<file path="config.mk">
export PLATFORM = sky130hd
export DESIGN_NAME = alert_arbiter
export DESIGN_NICKNAME = d
export VERILOG_FILES = /design/src/rtl/alert_arbiter.sv
export SDC_FILE = /design/constraint.sdc
export NUM_CORES = 1
export LEC_CHECK = 0
export ABC_AREA = 1
export CORE_MARGIN = 1.5
export CORE_UTILIZATION = 55
export CTS_CLUSTER_DIAMETER = 200
export DETAILED_ROUTE_END_ITERATION = 6
export PLACE_DENSITY = 0.77
export RECOVER_POWER = 50
export SLEW_MARGIN = 30
export SYNTH_ARGS = -nofsm -noshare
export SYNTH_HDL_FRONTEND = slang
export SYNTH_SLANG_ARGS = --single-unit
</file>
<file path="constraint.sdc">
create_clock -name clk -period 2.5 [get_ports clk]
set_input_delay 0.5 -clock clk [delete_from_list [all_inputs] [get_ports clk]]
set_output_delay 0.5 -clock clk [all_outputs]
set_load 0.005 [all_outputs]
</file>
<file path="src/rtl/alert_arbiter.sv">
// Shared indicator arbiter for the digital clock: alarm > timer > chime, with ring timeout.
// Optional alarm snooze is built only when ALERT_SNOOZE_EN is defined.
module alert_arbiter #(
  parameter int unsigned TICKS_PER_SEC = 10,
  parameter int unsigned RING_SECS     = 60,
  parameter int unsigned SNOOZE_SECS   = 300,
  parameter int unsigned CHIME_TICKS   = 3
) (
  input  logic       clk,
  input  logic       reset_n,
  input  logic       alarm_req,
  input  logic       timer_req,
  input  logic       chime_req,
  input  logic       stop_in,
  input  logic       snooze_in,
  output logic       indicator,
  output logic [1:0] active_src,
  output logic       snoozing,
  output logic       missed_alarm
);

  localparam int unsigned TickMax = (TICKS_PER_SEC > CHIME_TICKS) ? TICKS_PER_SEC : CHIME_TICKS;
  localparam int unsigned TW      = $clog2(TickMax) + 1;
  localparam int unsigned SW      = $clog2(RING_SECS) + 1;

  localparam logic [TW-1:0] TickLast  = TW'(TICKS_PER_SEC - 1);
  localparam logic [TW-1:0] TickHalf  = TW'(TICKS_PER_SEC / 2);
  localparam logic [TW-1:0] ChimeLast = TW'(CHIME_TICKS - 1);
  localparam logic [SW-1:0] RingSecs  = SW'(RING_SECS);

  // Encoding doubles as the active_src code.
  typedef enum logic [1:0] {
    StIdle      = 2'd0,
    StRingAlarm = 2'd1,
    StRingTimer = 2'd2,
    StChime     = 2'd3
  } state_e;

  state_e        state_q, state_d;
  logic [TW-1:0] tick_q, tick_d;
  logic [SW-1:0] sec_q, sec_d;
  logic          alarm_p_q, alarm_p_d;
  logic          timer_p_q, timer_p_d;
  logic          chime_p_q, chime_p_d;
  logic          missed_q, missed_d;
  logic          indicator_q, indicator_d;
  logic          leave, timeout;
  logic          snooze_go, snz_expire;

`ifdef ALERT_SNOOZE_EN
  localparam int unsigned   ZW         = $clog2(SNOOZE_SECS) + 1;
  localparam logic [ZW-1:0] SnoozeSecs = ZW'(SNOOZE_SECS);

  logic          snoozing_q, snoozing_d;
  logic [TW-1:0] snz_tick_q, snz_tick_d;
  logic [ZW-1:0] snz_sec_q, snz_sec_d;

  assign snooze_go  = (state_q == StRingAlarm) & snooze_in & ~stop_in;
  // Stop or a fresh alarm request pre-empts expiry; the request latches alarm_p on its own.
  assign snz_expire = snoozing_q & ~stop_in & ~alarm_req & (snz_tick_q == TickLast) &
                      (snz_sec_q + 1'b1 == SnoozeSecs);

  always_comb begin : snooze_next
    snoozing_d = snoozing_q;
    snz_tick_d = snz_tick_q;
    snz_sec_d  = snz_sec_q;
    if (snooze_go) begin
      snoozing_d = 1'b1;
      snz_tick_d = '0;
      snz_sec_d  = '0;
    end else if (snoozing_q) begin
      if (stop_in || alarm_req || snz_expire) begin
        snoozing_d = 1'b0;
      end else if (snz_tick_q == TickLast) begin
        snz_tick_d = '0;
        if (snz_sec_q != SnoozeSecs) snz_sec_d = snz_sec_q + 1'b1;
      end else begin
        snz_tick_d = snz_tick_q + 1'b1;
      end
    end
  end

  always_ff @(posedge clk or negedge reset_n) begin : snooze_reg
    if (!reset_n) begin
      snoozing_q <= 1'b0;
      snz_tick_q <= '0;
      snz_sec_q  <= '0;
    end else begin
      snoozing_q <= snoozing_d;
      snz_tick_q <= snz_tick_d;
      snz_sec_q  <= snz_sec_d;
    end
  end

  assign snoozing = snoozing_q;
`else
  logic unused_snooze;
  assign unused_snooze = snooze_in;
  assign snooze_go     = 1'b0;
  assign snz_expire    = 1'b0;
  assign snoozing      = 1'b0;
`endif

  always_ff @(posedge clk or negedge reset_n) begin : state_reg
    if (!reset_n) begin
      state_q     <= StIdle;
      tick_q      <= '0;
      sec_q       <= '0;
      alarm_p_q   <= 1'b0;
      timer_p_q   <= 1'b0;
      chime_p_q   <= 1'b0;
      missed_q    <= 1'b0;
      indicator_q <= 1'b0;
    end else begin
      state_q     <= state_d;
      tick_q      <= tick_d;
      sec_q       <= sec_d;
      alarm_p_q   <= alarm_p_d;
      timer_p_q   <= timer_p_d;
      chime_p_q   <= chime_p_d;
      missed_q    <= missed_d;
      indicator_q <= indicator_d;
    end
  end

  always_comb begin : next_state
    state_d   = state_q;
    tick_d    = tick_q;
    sec_d     = sec_q;
    // Requests for the source currently being served are merged away.
    alarm_p_d = alarm_p_q | (alarm_req & (state_q != StRingAlarm)) | snz_expire;
    timer_p_d = timer_p_q | (timer_req & (state_q != StRingTimer));
    chime_p_d = chime_p_q | (chime_req & (state_q != StChime));
    missed_d  = missed_q;
    leave     = 1'b0;
    timeout   = 1'b0;

    unique case (state_q)
      StIdle: begin
        leave = 1'b1;
        if (stop_in) missed_d = 1'b0;
      end
      StRingAlarm, StRingTimer: begin
        if (tick_q == TickLast) begin
          tick_d = '0;
          if (sec_q != RingSecs) sec_d = sec_q + 1'b1;
        end else begin
          tick_d = tick_q + 1'b1;
        end
        timeout = (tick_q == TickLast) && (sec_q + 1'b1 == RingSecs);
        leave   = stop_in | timeout | snooze_go;
        if (state_q == StRingAlarm && timeout && !stop_in && !snooze_go) missed_d = 1'b1;
      end
      StChime: begin
        if (tick_q == ChimeLast) leave = 1'b1;
        else tick_d = tick_q + 1'b1;
      end
    endcase

    // Arbitrate on registered pending flags so a request is served one edge after it lands.
    if (leave) begin
      tick_d = '0;
      sec_d  = '0;
      if (alarm_p_q) begin
        state_d   = StRingAlarm;
        alarm_p_d = 1'b0;
      end else if (timer_p_q) begin
        state_d   = StRingTimer;
        timer_p_d = 1'b0;
      end else if (chime_p_q) begin
        state_d   = StChime;
        chime_p_d = 1'b0;
      end else begin
        state_d   = StIdle;
      end
    end
  end

  always_comb begin : output_dec
    indicator_d = 1'b0;
    unique case (state_d)
      StIdle:      indicator_d = 1'b0;
      StRingAlarm: indicator_d = 1'b1;
      StRingTimer: indicator_d = (tick_d < TickHalf);
      StChime:     indicator_d = 1'b1;
    endcase
  end

  assign indicator    = indicator_q;
  assign active_src   = state_q;
  assign missed_alarm = missed_q;

endmodule

</file>
Word level (Yosys, flattened, before mapping)
Cells that the tools add are included.
{"block": "classes", "add_sub_neg": 2, "order_cmp": 1, "eq_ne": 15, "mux": 27, "bitwise": 7, "n_reduce_logical": 14}
{"op": "2-to-1 mux 7 bit", "count": 4}
{"op": "2-to-1 mux 5 bit", "count": 3}
{"op": "2-to-1 mux 1 bit", "count": 12}
{"op": "one-hot mux 5 bit (2 select lines)", "count": 1}
{"op": "== test 2 bit, second input constant", "count": 4}
{"op": "2-to-1 mux 2 bit", "count": 4}
{"op": "!= test 2 bit, second input constant", "count": 4}
{"op": "nonzero test 2 bit", "count": 4}
{"op": "adder 7 x 1 -> 7 bit, second input constant", "count": 1}
{"op": "== test 7 x 6 -> 1 bit, second input constant", "count": 1}
{"op": "!= test 7 x 6 -> 1 bit, second input constant", "count": 1}
{"op": "one-hot mux 1 bit (3 select lines)", "count": 2}
{"op": "AND reduction 3 bit", "count": 2}
{"op": "adder 5 x 1 -> 5 bit, second input constant", "count": 1}
{"op": "== test 5 x 2 -> 1 bit, second input constant", "count": 1}
{"op": "== test 5 x 4 -> 1 bit, second input constant", "count": 1}
{"op": "less-than comparator 5 x 3 -> 1 bit, second input constant", "count": 1}
{"op": "== test 2 x 1 -> 1 bit, second input constant", "count": 2}
{"op": "logical NOT 2 bit", "count": 2}
{"op": "bitwise OR 1 bit", "count": 4}
{"op": "OR reduction 2 bit", "count": 2}
{"op": "AND 1 bit", "count": 3}
{"op": "logical AND 1 bit", "count": 3}
{"op": "!= test 2 x 1 -> 1 bit, second input constant", "count": 1}
{"op": "2 further kinds", "count": 2}
{"block": "totals", "ff_bits": 19, "inputBits": 7, "output_inout_bits": 5, "word_cells": 74}

Logic depth before layout (Yosys ltp)
Gate-level depths: netlist (run 1).
{"block": "depth", "depth_word": 9, "ltp_mapped": 14, "mapped_depth_nobuf": 14}

Least setup slack after synthesis (run 1)
No wires, ideal clock.
{"block": "synth_timing", "path_type": "flip-flop to flip-flop", "from": "register state_q[0], in the netlist active_src[0]", "to": "register sec_q[5]", "setup_ns": 0.119, "arrival_time_ns": 1.620, "required_ns": 2.381, "setup_slack_ns": 0.761, "stages_incl_launch_ff": 8, "path_buffers": 0, "synth_period_minus_slack_ns": 1.739, "path_cell_list": "dfrtp_1 > inv_1 > ha_1 > inv_1 > nor3_2 > inv_2 > a21oi_1 > nor2_1"}
{"block": "synth_between", "elab_chain_len": 5, "word_cells_on_any_way": 11, "cone_classes": "eq/ne (3); mux (2); reduce/logical (6)"}
{"item": "start: declaration", "line": "39", "source": "state_e state_q, state_d;"}
{"item": "start signal: assignment", "line": "106", "source": "state_q <= StIdle;"}
{"item": "start signal: assignment", "line": "115", "source": "state_q <= state_d;"}
{"item": "== test 2 x 1 -> 1 bit or == test 2 bit (tied branches)", "line": "138", "source": "unique case (state_q)"}
{"item": "OR reduction 2 bit", "line": "138"}
{"item": "one-hot mux 1 bit (3 select lines)", "line": "138"}
{"item": "nonzero test 2 bit (no line)"}
{"item": "AND reduction 3 bit (no line)"}
{"item": "end signal: assignment", "line": "108", "source": "sec_q <= '0;"}
{"item": "end signal: assignment", "line": "117", "source": "sec_q <= sec_d;"}
{"item": "end: declaration", "line": "41", "source": "logic [SW-1:0] sec_q, sec_d;"}
Parallel ways exist; a longest one is shown, timed or not.
A chain may end at the register's enable or synchronous reset.

Final worst setup path (run 1)
Ends and elaborated chain as after synthesis.

==> results of run 1 <==
==> stage by stage <==
step | std cells | worst slack [ns] | total power [W] | util
floorplan | 172 | 0.761 | 0.00105 | -
global placement | 207 | 0.565 | 0.00121 | 0.638
detailed placement | 207 | 0.487 | 0.00123 | 0.638
CTS | 211 | 0.454 | 0.00139 | 0.650
global route | 211 | 0.276 | 0.00150 | 0.648
finish | 211 | 0.468 | 0.00137 | 0.648
==> critical path, cell delays in order, from the launching register on <==
cell	delay, ns
dfrtp_1	0.41
inv_1	0.10
ha_1	0.42
inv_1	0.12
nor3_2	0.45
inv_2	0.17
a21oi_1	0.20
nor2_1	0.06
==> kinds of logic after synthesis <==
| family | count (synthesis) | synth area share |
|---|---|---|
| adder cells (fa/ha/maj) | 10 | 0.0939 |
| XOR/XNOR | 2 | 0.0131 |
| flip-flops | 19 | 0.357 |
| other | 1 | 0.00281 |
| buffers and inverters | 29 | 0.0930 |
| AO/OA/AOI/OAI | 23 | 0.120 |
| AND/OR/NAND/NOR | 88 | 0.320 |
==> final timing paths <==
path	start	end	slack, ns	depth (start not counted)
setup / recovery	active_src[0]	sec_q[5]	0.47	7
hold / removal	missed_alarm	missed_alarm	0.52	2
setup reg to reg	active_src[0]	sec_q[5]	0.47	7
hold reg to reg	missed_alarm	missed_alarm	0.52	2
max in group asynchronous	reset_n	sec_q[1]	0.99	2
min in group asynchronous	reset_n	sec_q[3]	0.89	2
==> cells in the mapped netlist <==
| library cell | n | area (sq um) |
|---|---|---|
| nand2_8 | 1 | 20.0 |
| o21ai_2 | 3 | 26.3 |
| conb_1 | 1 | 3.75 |
| nor3_2 | 3 | 30.0 |
| dfrtp_1 | 19 | 475 |
| nor2_4 | 1 | 11.3 |
| nand2_4 | 1 | 11.3 |
| nand2_1 | 35 | 131 |
| o211ai_1 | 1 | 7.51 |
| nand3_2 | 1 | 10.0 |
| nand3_1 | 14 | 70.1 |
| o21ai_0 | 2 | 10.0 |
| nor3_1 | 4 | 20.0 |
| inv_2 | 4 | 15.0 |
| inv_1 | 22 | 82.6 |
| a21oi_2 | 6 | 52.6 |
| nor2_1 | 21 | 78.8 |
| o21bai_1 | 1 | 7.51 |
| nor2b_1 | 1 | 6.26 |
| o2111ai_1 | 1 | 8.76 |
| a31oi_1 | 2 | 12.5 |
| buf_6 | 1 | 11.3 |
| a21oi_1 | 4 | 20.0 |
| xor2_1 | 2 | 17.5 |
| o21ai_1 | 3 | 15.0 |
| nand2_2 | 3 | 18.8 |
| nand4_1 | 2 | 12.5 |
| buf_4 | 2 | 15.0 |
| nor2_2 | 1 | 6.26 |
| ha_1 | 10 | 125 |
==> routing by layer <==
layer  GRT usage  vias up  wire, um
met5           0        -         0
met4      0.0556        0        19
met3      0.0343        2        81
met2       0.352       22      1180
met1       0.296      524      1190
li1            -      569         -
==> flip-flops by register name, indices dropped and copies added (netlist names) <==
name and count:
chime_p_q 1, timer_p_q 1, indicator 1, active_src 2, alarm_p_q 1, sec_q 7, missed_alarm 1, tick_q 5
==> cells in the final DEF, fill, tap and decap left out, types with 3 or more instances in the layout <==
| master | n |
|---|---|
| a21oi_1 | 4 |
| a21oi_2 | 6 |
| clkbuf_4 | 3 |
| clkdlybuf4s50_1 | 6 |
| dfrtp_1 | 19 |
| dlygate4sd3_1 | 3 |
| ha_1 | 10 |
| inv_1 | 22 |
| inv_2 | 4 |
| nand2_1 | 35 |
| nand2_2 | 3 |
| nand3_1 | 14 |
| nor2_1 | 21 |
| nor3_1 | 4 |
| nor3_2 | 3 |
| o21ai_1 | 3 |
| o21ai_2 | 3 |
==> power by group <==
group	leakage, nW	internal (W)	switching [W]
Clock	0.0150	0.0000622	0.0000944
Sequential	0.246	0.000381	0.0000693
Combinational	0.404	0.000278	0.000488
==> final cells by class <==
type / count / area [sq um]
Inverter: 26 / 97.6
Multi-Input combinational cell: 124 / 733
Sequential cell: 19 / 475
Clock buffer: 4 / 26.3
Timing Repair Buffer: 10 / 93.8
Tap cell: 28 / 35.0
Fill cell: 208 / 793
==> qor.csv, run 1 <==
metric,value,unit
portBuffers,9,
insertion_delay,0.30,ns
start_util,0.591,
drtAntennaViolNets,0,
viasPerCell,5.29,
start_kind,flop,
critPathMaxFanout,8,
cts_tree,built,
post_dp_cell_area,0.00144,sq mm
yosys_register_bits,19,
final.setup.tns,0,ns
worst_slew_pin_slew,1.05,ns
synth_cell_types,30,
clockBufferDepth,2,
rsz0062_at_grt,no,
htree_levels,1,
holdBufCountCts,0,
area_delta_synth_final,9.67,%
fin_nets,201,
root_buffer,clkbuf_4,
rows,17,
holdCritPathClass,flop to flop,
postCtsSetupBuffers,0,
syn_nets,189,
slew_violations,0,
fin_skew,0.00388,ns
grt_max_degree,20,
wl_per_cell,11.7,um
firstDrtPassIters,4,
grt_pass1_wl,4370,um
drv_cap,0,
fmax,492,MHz
avgSynthCellArea,7.75,sq um
drt_wl_total,2470,um
grt-ovfl-total,0,
grtUsageTotal,0.215,
chipHeight,52.2,um
setup_violations,0,
cts_buffers,3,
run_status,"finished, final reports clean",
vias,1117,
yosys_warnings,0,
dp_hpwl,1860,um
syn_inst,172,
grt_pass1_vias,1057,
io_pins,12,
finalHoldViolations,0,
p_leak,0.665,nW
syn_area,0.00133,sq mm
required,2.69,ns
antenna_found_initial,0,
die_area,0.00273,sq mm
ys_seq_area_frac,0.357,
crit_type,flop to flop,
clk_pin_slew,0.11,ns
gp_congestion,0.759,
cp-end-kind,flop,
core,0.00225,sq mm
antennaDiodeCount,0,
layout_worst_path_cycle_share,0.813,
post-route-drc-count,0,
final_cell_area,0.00146,sq mm
cp.arrival,2.23,ns
holdWs,0.520,ns
cts-resized-gates,0,
power_density,939,mW/mm^2
cts.sinks,19,
drtIter0Drc,21,
slew-limit-headroom,0.301,
ir_worst_vdd,0.937,mV
layout_min_cycle_time,2.03,ns
drive_gt1_frac,0.148,
die_w,52.2,um
Note: power is estimated with default switching activity, not from simulation.
==> run 2, diff against run 1 <==
==> constraint.sdc (replaced) <==
create_clock -name clk -period 1.95 [get_ports clk]
set_input_delay 0.39 -clock clk [delete_from_list [all_inputs] [get_ports clk]]
set_output_delay 0.39 -clock clk [all_outputs]
set_load 0.005 [all_outputs]
==> run 2 against run 1 <==
First-iteration DRC count rose by 19%. Sequential share of layout area fell by 1.2 points. Total power rose by 37%. Clock power rose by 30%. Worst setup slack got worse by 0.27 ns. Largest cell class unchanged.
==> qor.csv, run 2 (synthesis gave the netlist of run 1 again) <==
metric,value,unit,change
rsz0062_at_grt,no,,
critPathMaxFanout,10,,+2
die_area,0.00273,sq mm,unchanged
clock_power_share,0.108,,-0.006
run_status,"finished, final reports clean",,
gp_congestion,0.831,,+9.4%
clk_pin_slew,0.12,ns,about the same
die_w,52.2,um,unchanged
start_util,0.591,,unchanged
drtIter0Drc,25,,+19%
pwr-share-seq,0.307,,-0.021
final_cell_count_no_fill,216,,+2.4%
cp.arrival,2.00,ns,-0.23 ns
power_density,1240,mW/mm^2,+32%
crit_slowest_cell,dfrtp_1,,
final.setup.tns,0,ns,unchanged
swShare,0.463,,-0.0118
start_kind,flop,,
drv_cap,0,,unchanged
drt_wl_total,2590,um,+5.0%
dp.cells,212,,+2.4%
slew_violations,0,,unchanged
required,2.20,ns,-0.49 ns
worst_slew_pin_slew,1.04,ns,-0.00662 ns
r2r_cells,14,,+7
fillers,206,,-0.96%
rows,17,,unchanged
finalPower,0.00188,W,+37%
portBuffers,9,,unchanged
holdCritPathClass,flop to flop,,
cts.sinks,19,,unchanged
drive_gt1_frac,0.191,,+0.0439
cts_buffers,3,,unchanged
post-route-drc-count,0,,unchanged
top_register,sec_q,,
setup_violations,0,,unchanged
ir_worst_vdd,0.985,mV,+5.2%
fin_util,0.674,,+0.0261
p_comb_frac,0.585,,+0.027
worstHoldPathCells,2,,unchanged
grt-ovfl-total,0,,unchanged
post-place-ws,0.178,ns,-0.309 ns
grt_max_degree,20,,unchanged
cp-end-kind,flop,,
grt_pass1_vias,1104,,+4.4%
largest_reg_flops,7,,unchanged
firstDrtPassIters,4,,unchanged
finalHoldViolations,0,,unchanged
internal-power,0.00101,W,+40%
drtAntennaViolNets,0,,unchanged
area_delta_synth_final,14.1,%,
antennaDiodeCount,0,,unchanged
vias,1139,,+2.0%
cts_tree,built,,
fmax,571,MHz,+16%
layout_worst_path_cycle_share,0.899,,+0.0861
p_sw,0.000872,W,+34%
cpLargestDelayFamily,simple AND/OR/NAND/NOR gates,,
fin_nets,206,,+2.5%
wl_per_cell,12.0,um,+2.6%
grt_pass1_wl,4540,um,+3.8%
final_common_cell,nand2_1,,
layout_min_cycle_time,1.75,ns,-0.279 ns
crit_chain,inv_1 > ha_1 > nand2_1 > nor2b_2 > nand3_1 > nor2_2 > nand2_1 > nand2_2 > nand2_4 > nand2_8 > nand2_2 > nand2_2 > nand3_1 > nand2_1,,
clockBufferDepth,2,,unchanged
p_leak,0.692,nW,+4.0%
slowest_delay,0.43,ns,-0.02 ns
crit_buf_inv,1,,-2
dp_hpwl,2020,um,+8.6%
crit_type,flop to flop,,
insertion_delay,0.30,ns,about the same
core,0.00225,sq mm,unchanged
htree_levels,1,,unchanged
grtUsageTotal,0.224,,+0.00892
io_pins,12,,unchanged
path_depth,14,,+7
root_buffer,clkbuf_4,,
fin_skew,0.00763,ns,+0.00376 ns
chipHeight,52.2,um,unchanged
antenna_found_initial,0,,unchanged
final_cell_mix,"nand2_1 (35), inv_1 (22), nor2_1 (20), dfrtp_1 (18), nand3_1 (14)",,
viasPerCell,5.27,,-0.39%
fin_ws,0.197,ns,-0.271 ns
slew-limit-headroom,0.305,,+0.00441
## run 2: changes by cell type in the layout (fill, tap and decap cells not counted), sizes merged
cell,previous run,this run
buf,0,5
## run 2: per-stage QoR
| stage | hold slack (ns) | instance area [sq um] |
|---|---|---|
| finish | 0.512 | 1520 |
| global route | 0.546 | 1520 |
| CTS | 0.420 | 1520 |
| detailed placement | 0.495 | 1490 |
| global placement | 0.488 | 1490 |
| floorplan | 0.0944 | 1330 |
## run 2: power by group through the flow
stage	sequential (W)	combinational, W	clock, W
after floorplan	0.000572	0.000779	0
after global placement	0.000579	0.00107	0
after detailed placement	0.000583	0.00111	0
after global routing	0.000590	0.00124	0.000220
final	0.000578	0.00110	0.000204
after CTS	0.000576	0.00112	0.000209
## run 2: area by class of cell
| class | instances | area, sq um | share of cell area |
|---|---|---|---|
| clock buffers | 4 | 26.3 | 0.0173 |
| inverters | 26 | 97.6 | 0.0642 |
| well taps | 28 | 35.0 | 0.0230 |
| flip-flops and latches | 19 | 477 | 0.314 |
| repair buffers | 15 | 144 | 0.0947 |
| multi-input cells | 124 | 741 | 0.487 |
## run 2: layer usage
| metal | wire length [um] | up-vias | GRT usage |
|---|---|---|---|
| met3 | 101 | 2 | 0.0343 |
| met1 | 1160 | 527 | 0.285 |
| met5 | 0 | - | 0 |
| li1 | - | 584 | - |
| met2 | 1320 | 26 | 0.399 |
| met4 | 15 | 0 | 0.0513 |
## run 2: tightest hold or removal path, stage by stage, from the launching register on
cell and delay [ns]:
dfrtp_1 0.36, nand2_1 0.05, o21ai_1 0.06
## run 2: final timing paths
kind                              start      endpoint  slack, ns
max in group asynchronous       reset_n     tick_q[0]       0.48
hold / removal             missed_alarm  missed_alarm       0.51
hold reg to reg            missed_alarm  missed_alarm       0.51
min in group asynchronous       reset_n     tick_q[1]       0.78
setup reg to reg              tick_q[1]     indicator       0.20
setup / recovery              tick_q[1]     indicator       0.20
## run 2: what timing repair did
action	CTS	global route
resized for setup	0	5
endpoints found under the setup margin	0	10
hold buffers	0	0
setup buffers	0	0
